===== config.mk =====
export PLATFORM = sky130hd
export DESIGN_NAME = lz77_stream_decoder
export DESIGN_NICKNAME = d
export VERILOG_FILES = /design/src/rtl/lz77_stream_decoder.sv
export SDC_FILE = /design/constraint.sdc
export NUM_CORES = 1
export LEC_CHECK = 0
export CORE_UTILIZATION = 59
export CTS_CLUSTER_DIAMETER = 40
export DETAILED_ROUTE_END_ITERATION = 7
export GPL_ROUTABILITY_DRIVEN = 0
export HOLD_SLACK_MARGIN = 0.08
export PLACE_DENSITY = 0.8
export SLEW_MARGIN = 5
export SYNTH_ARGS = -nofsm -noshare
export SYNTH_HDL_FRONTEND = slang
export SYNTH_SLANG_ARGS = --single-unit

===== constraint.sdc =====
create_clock -name clk -period 3.4 [get_ports clk]
set_input_delay 0.34 -clock clk [delete_from_list [all_inputs] [get_ports clk]]
set_output_delay 0.34 -clock clk [all_outputs]
set_load 0.05 [all_outputs]

===== src/rtl/lz77_stream_decoder.sv =====
`default_nettype none
// +-----------------------------------------------------------------------------+
// | Module  : lz77_stream_decoder                                               |
// | Brief   : Expands (pos,len,char) LZ77 codes into a byte stream, valid/ready |
// |           on both sides. Optional code checking: LZ77_DEC_ERRCHK_EN.        |
// | Revision: 1.0 - initial release                                             |
// +-----------------------------------------------------------------------------+
module lz77_stream_decoder #(
    parameter int              DW       = 8,
    parameter int              SB_DEPTH = 9,
    parameter int              POS_W    = 4,
    parameter int              LEN_W    = 3,
    parameter logic [DW-1:0]   END_CHAR = 8'h24
) (
    input  logic             clk,
    input  logic             reset,
    input  logic             code_valid,
    output logic             code_ready,
    input  logic [POS_W-1:0] code_pos,
    input  logic [LEN_W-1:0] code_len,
    input  logic [DW-1:0]    chardata,
    output logic             out_valid,
    input  logic             out_ready,
    output logic [DW-1:0]    char_nxt,
    output logic             finish,
    output logic             err
);

    localparam logic [1:0] c_st_idle = 2'd0;
    localparam logic [1:0] c_st_copy = 2'd1;
    localparam logic [1:0] c_st_lit  = 2'd2;
    localparam logic [1:0] c_st_done = 2'd3;

    logic [1:0]       r_state;
    logic [POS_W-1:0] r_pos;
    logic [LEN_W-1:0] r_rem;
    logic [DW-1:0]    r_char;
    logic [DW-1:0]    r_buf [SB_DEPTH];
    logic [DW-1:0]    r_char_nxt;
    logic             r_out_valid;
    logic             r_finish;

    logic             w_fire;
    logic             w_advance;
    logic             w_emit;
    logic [DW-1:0]    w_copy_char;
    logic [DW-1:0]    w_emit_char;

    assign code_ready = ~reset & (r_state == c_st_idle);
    assign w_fire     = code_valid & code_ready;
    assign w_advance  = ~r_out_valid | out_ready;
    assign w_emit     = w_advance & ((r_state == c_st_copy) | (r_state == c_st_lit));

    // Offsets beyond the buffer read as zero.
    always_comb begin
        w_copy_char = '0;
        for (int i = 0; i < SB_DEPTH; i++) begin
            if (32'(r_pos) == i) w_copy_char = r_buf[i];
        end
    end

    assign w_emit_char = (r_state == c_st_lit) ? r_char : w_copy_char;

    always_ff @(posedge clk) begin
        if (reset) begin
            r_state     <= c_st_idle;
            r_pos       <= '0;
            r_rem       <= '0;
            r_char      <= '0;
            r_char_nxt  <= '0;
            r_out_valid <= 1'b0;
            r_finish    <= 1'b0;
            for (int i = 0; i < SB_DEPTH; i++) r_buf[i] <= '0;
        end else begin
            if (out_ready) r_out_valid <= 1'b0;
            if (w_emit) begin
                r_char_nxt  <= w_emit_char;
                r_out_valid <= 1'b1;
                r_buf[0]    <= w_emit_char;
                for (int i = 1; i < SB_DEPTH; i++) r_buf[i] <= r_buf[i-1];
            end
            case (r_state)
                c_st_idle: begin
                    if (w_fire) begin
                        r_pos   <= code_pos;
                        r_rem   <= code_len;
                        r_char  <= chardata;
                        r_state <= (code_len != '0) ? c_st_copy : c_st_lit;
                    end
                end
                c_st_copy: begin
                    if (w_advance) begin
                        r_rem <= r_rem - LEN_W'(1);
                        if (r_rem == LEN_W'(1)) r_state <= c_st_lit;
                    end
                end
                c_st_lit: begin
                    if (w_advance) begin
                        if (r_char == END_CHAR) begin
                            r_finish <= 1'b1;
                            r_state  <= c_st_done;
                        end else begin
                            r_state  <= c_st_idle;
                        end
                    end
                end
                default: ;
            endcase
        end
    end

    assign out_valid = r_out_valid;
    assign char_nxt  = r_char_nxt;
    assign finish    = r_finish;

`ifdef LZ77_DEC_ERRCHK_EN
    localparam int c_fill_w = $clog2(SB_DEPTH + 1);

    logic [c_fill_w-1:0] r_fill;
    logic                r_err;

    // A copy may only reach back over chars that have actually been emitted.
    always_ff @(posedge clk) begin
        if (reset) begin
            r_fill <= '0;
            r_err  <= 1'b0;
        end else begin
            if (w_emit && (r_fill != c_fill_w'(SB_DEPTH))) r_fill <= r_fill + c_fill_w'(1);
            if (w_fire && (code_len != '0) &&
                ((32'(code_pos) >= 32'(r_fill)) || (32'(code_pos) >= SB_DEPTH)))
                r_err <= 1'b1;
        end
    end

    assign err = r_err;
`else
    assign err = 1'b0;
`endif

endmodule
`default_nettype wire


==> results of run 1 <==
[cell usage in the layout (no fill, tap or decap), types with 12 or more instances in the layout]
master / netlist / final
and2_1: 62 / 62
mux2i_1: 12 / 12
o21ai_0: 20 / 20
edfxtp_1: 72 / 72
dfxtp_1: 27 / 27
a21oi_1: 17 / 17
clkdlybuf4s50_1: 0 / 29
nand2_1: 33 / 33
nor2_1: 22 / 22
inv_1: 13 / 12
[worst max-delay path, stage by stage, from the launching register on]
cell,delay [ns]
dfxtp_1,0.41
inv_1,0.09
ha_1,0.42
a21oi_1,0.77
inv_2,0.22
buf_4,0.31
[logic make-up after synthesis]
logic type	Yosys count	share of synthesized area (%)
and+or+nand+nor	158	18.8
AOI/OAI and AO/OA	104	16.6
DFF	99	56.1
buffers and inverters	41	4.34
muxes	12	2.49
adders and majority gates	6	1.56
other	1	0.0778
[where the power goes]
| group | leakage (nW) | switching, mW | total [mW] | internal, mW |
|---|---|---|---|---|
| Combinational | 0.898 | 1.04 | 1.66 | 0.616 |
| Sequential | 0.989 | 0.304 | 2.21 | 1.90 |
| Clock | 0.105 | 0.435 | 0.759 | 0.324 |
| Total | 1.99 | 1.78 | 4.62 | 2.84 |
[routing by layer]
layer	wire, um	track usage [%]
met1	4520	36.6
met2	4540	36.1
met3	468	4.11
met4	134	6.90
met5	0	0
[stage by stage]
stage,instances,hold slack [ns],setup WS (ns)
after floorplan,421,0.446,0.547
after global placement,535,0.438,0.979
after detailed placement,535,0.442,0.849
after CTS,551,0.468,0.879
after global routing,551,0.491,0.709
final,551,0.461,0.909
[sequential cells by signal, summed over array words and instances (netlist names)]
name       count
r_char         8
r_pos          4
finish         1
r_state        2
char_nxt       8
r_buf         72
r_rem          3
out_valid      1
[final timing paths]
kind	cells after the start	startpoint	end	slack, ns
hold / removal	1	char_nxt[2]	char_nxt[2]	0.46
hold reg to reg	1	char_nxt[2]	char_nxt[2]	0.46
setup / recovery	5	r_state[0]	r_buf[0][59]	0.91
setup reg to reg	5	r_state[0]	r_buf[0][59]	0.91
[area by class of cell]
class                      instances  area share (%)
inverter                          14           0.980
sequential                        99            50.4
tap                              102            2.38
clock buffer                      10            2.78
multi-input combinational        281            35.7
clock inverter                     6           0.980
timing repair buffer              39            6.81
==> results.json, run 1 <==
{
  "antenna_found_initial": 0,
  "cts_resized": 0,
  "max_cap_viol_count": 0,
  "synth_commonest_cells": "edfxtp_1 (72), and2_1 (62), nand2_1 (33)",
  "die_area_um2": 8530,
  "synth_top_cell_by_area": "edfxtp_1",
  "first_iter_violations": 299,
  "port_buffers": 29,
  "fin_util_pct": 68.7,
  "fin_nets": 469,
  "multiInputGateArea_um2": 1910,
  "outcome": "complete, no violations",
  "synth_area_leaders": "edfxtp_1 (45%), dfxtp_1 (11%), and2_1 (8.1%), nand2_1 (2.6%), mux2i_1 (2.5%)",
  "yosysMostFrequentCell": "edfxtp_1",
  "hold_path_class": "reg -> reg",
  "nFillCells": 610,
  "synth-async-reset-ratio_pct": 0,
  "synth_edf_count": 72,
  "start_util_pct": 61.7,
  "cts.path.max_buffers": 2,
  "tns_ns": 0,
  "avgRoutedWirePerCell_um": 17.5,
  "cp.arrival_ns": 2.59,
  "p_total_mw": 4.62,
  "drt-total-wl_um": 9660,
  "cts-htree-levels": 3,
  "cts.sinks": 99,
  "rsz0062_at_grt": "no",
  "grt_max_degree": 33,
  "dpl-instance-area_um2": 5160,
  "die_x_um": 92.4,
  "fmax_ghz": 0.401,
  "worst_pin_slew_ns": 0.937,
  "syn_area_per_cell_um2": 11.4,
  "vias_per_cell": 5.85,
  "synth_cell_types": 58,
  "grt_pass1_vias": 3097,
  "drt_first_pass_iters": 4,
  "power_leakage_nw": 1.99,
  "antenna_cells": 0,
  "post-dp-hpwl_um": 6670,
  "ys_warn_count": 0,
  "yosys_most_used_dff": "edfxtp_1",
  "drive_gt1_share_pct": 12.7,
  "num_vias": 3225,
  "min_period_over_period_pct": 73.3,
  "finClkSkew_ns": 0.0131,
  "area_delta_synth_final_pct": 11.3,
  "postLayoutCellArea_um2": 5360,
  "power_density_nw_per_um2": 862,
  "postCtsHoldBufs": 0,
  "path_clk_slew_ns": 0.10,
  "grt_first_pass_wirelength_um": 15800,
  "finalSetupViolations": 0,
  "route.detailed.drc": 0,
  "yosysSeqAreaShare_pct": 56.1,
  "netlist_area_um2": 4820,
  "worst-setup-path-type": "reg -> reg",
  "insertion_delay_ns": 0.37,
  "report.final.slew_viol_count": 0,
  "drt.antenna.violating_nets": 0,
  "ios": 31,
  "grt_usage_pct": 24.2,
  "cts_buffers": 9,
  "cp_max_fo": 24,
  "synth_top_area_share_pct": 44.9,
  "dieHeight_um": 92.4,
  "max_slew_margin_pct": 37.5,
  "post_cts_buffers": 0,
  "grt_overflow_total": 0,
  "critPathLaunchType": "register",
  "synth_cells": 421,
  "regArea_um2": 2700,
  "placementRows": 32,
  "cts_tree": "built",
  "endpoint_kind": "register",
  "cp.required_ns": 3.50,
  "finalHoldViolCount": 0,
  "peakVddDrop_mv": 0.603,
  "synth_nets": 446,
  "min_period_ns": 2.49,
  "ys_ff_latch": 99,
  "root_buffer": "clkbuf_8",
  "core_um2": 7810
}
No activity file was read; power rests on OpenSTA's default activity.
==> run 2, diff against run 1 <==
- clock period: 3.4 -> 2.5 ns (I/O delays scaled with it)
==> results.json, run 2 (synthesis results as in run 1) <==
{
  "die_x_um": 92.4,
  "worst_pin_slew_ns": 0.819,
  "cts_buffers": 9,
  "cp.arrival_ns": 2.36,
  "cts.sinks": 99,
  "route.detailed.drc": 0,
  "antenna_found_initial": 0,
  "port_buffers": 29,
  "cp.required_ns": 2.67,
  "critPathMaxStageDelay_ns": 0.70,
  "postCtsHoldBufs": 0,
  "min_period_over_period_pct": 87.8,
  "report.final.slew_viol_count": 0,
  "drive_gt1_share_pct": 14.6,
  "num_vias": 3257,
  "dpl-instance-area_um2": 5210,
  "cts.path.max_buffers": 2,
  "finalHoldViolCount": 0,
  "outcome": "complete, no violations",
  "fmax_ghz": 0.456,
  "cp_max_fo": 11,
  "endpoint_kind": "register",
  "hold_path_class": "in -> reg",
  "cts_tree": "built",
  "cpMaxStageDelayCell": "dfxtp_1",
  "largest-register": "r_buf",
  "finalSetupViolations": 0,
  "rsz0062_at_grt": "no",
  "grt_pass1_vias": 3205,
  "drt_first_pass_iters": 5,
  "grt_max_degree": 58,
  "drt-total-wl_um": 9920,
  "grt_usage_pct": 24.6,
  "vias_per_cell": 5.88,
  "final_cell_mix": "edfxtp_1 (72), and2_1 (62), nand2_1 (33)",
  "critPathLaunchType": "register",
  "power_density_nw_per_um2": 1170,
  "grt_first_pass_wirelength_um": 16000,
  "final_common_cell": "edfxtp_1",
  "root_buffer": "clkbuf_8",
  "die_area_um2": 8530,
  "finClkSkew_ns": 0.0116,
  "max_cap_viol_count": 0,
  "post_cts_buffers": 0,
  "insertion_delay_ns": 0.37,
  "min_period_ns": 2.19,
  "peakVddDrop_mv": 0.839,
  "fin_nets": 472,
  "dieHeight_um": 92.4,
  "fin_ws_ns": 0.306,
  "placementRows": 32,
  "grt_overflow_total": 0,
  "postLayoutCellArea_um2": 5380,
  "cts-htree-levels": 3,
  "path_common_cell": "buf_4",
  "max_slew_margin_pct": 45.2,
  "start_util_pct": 61.7,
  "drt.antenna.violating_nets": 0,
  "power_leakage_nw": 2.00,
  "preCtsSetupSlack_ns": 0.307,
  "antenna_cells": 0,
  "tns_ns": 0,
  "cts_resized": 0,
  "avgRoutedWirePerCell_um": 17.9,
  "ios": 31,
  "worst-setup-path-type": "reg -> reg",
  "first_iter_violations": 324,
  "path_clk_slew_ns": 0.10,
  "post-dp-hpwl_um": 6590,
  "crit_chain": "buf_4 > buf_4 > and3b_1 > a21oi_1 > a2bb2oi_1 > o32ai_2",
  "area_delta_synth_final_pct": 11.8,
  "largest_reg_flops": 72,
  "core_um2": 7810
}
run 2: cell types whose count changed in the layout (fill, tap and decap cells not counted), moves of 2 or more:
cell,change
clkinv_4,-2
dfxtp_1,-3
inv_4,+3
dfxtp_2,+3
buf_4,+4
run 2: final cells by class:
class / instances / area, um^2
sequential: 99 / 2710
fill: 588 / 2420
inverter: 14 / 56.3
clock buffer: 10 / 128
tap: 102 / 128
timing repair buffer: 42 / 385
multi-input combinational: 281 / 1940
clock inverter: 6 / 45.0
run 2: per-stage QoR:
step	hold slack (ns)	instances	power (mW)	util, %
after detailed placement	0.448	538	5.37	66.7
final	0.430	554	6.31	69.0
after floorplan	0.358	421	4.66	-
after global routing	0.434	554	6.66	69.0
after global placement	0.435	538	5.29	66.7
after CTS	0.427	554	6.33	69.0
run 2: worst paths after layout:
path,depth (start not counted),end,start,slack [ns]
min reg2reg,1,char_nxt[5],char_nxt[5],0.48
max reg2reg,6,r_buf[0][4],r_pos[1],0.31
min,3,r_char[0],chardata[0],0.43
max,6,r_buf[0][4],r_pos[1],0.31
run 2: critical path: cells and delay by family, from the launching register on:
kind            cells  cell delay [ns]
flops               1             0.70
compound gates      3             0.61
buf+inv             2             0.45
simple gates        1             0.23
run 2: power by group:
part           total [mW]  leakage [nW]  switching, mW  internal, mW
Clock               0.952        0.0943          0.576         0.376
Combinational        2.35         0.915           1.47         0.881
Sequential           3.01         0.990          0.417          2.60
Total                6.31          2.00           2.46          3.85
run 2: metal layers:
metal  up-vias  share of wire, %  global-route usage (%)  wire [um]
li1       1554                 -                       -          -
met1      1579                45                    34.4       4450
met2       109                47                    38.9       4690
met3        15               6.4                    5.42        636
met4         0               1.4                    6.90        140
met5         -                 0                       0          0
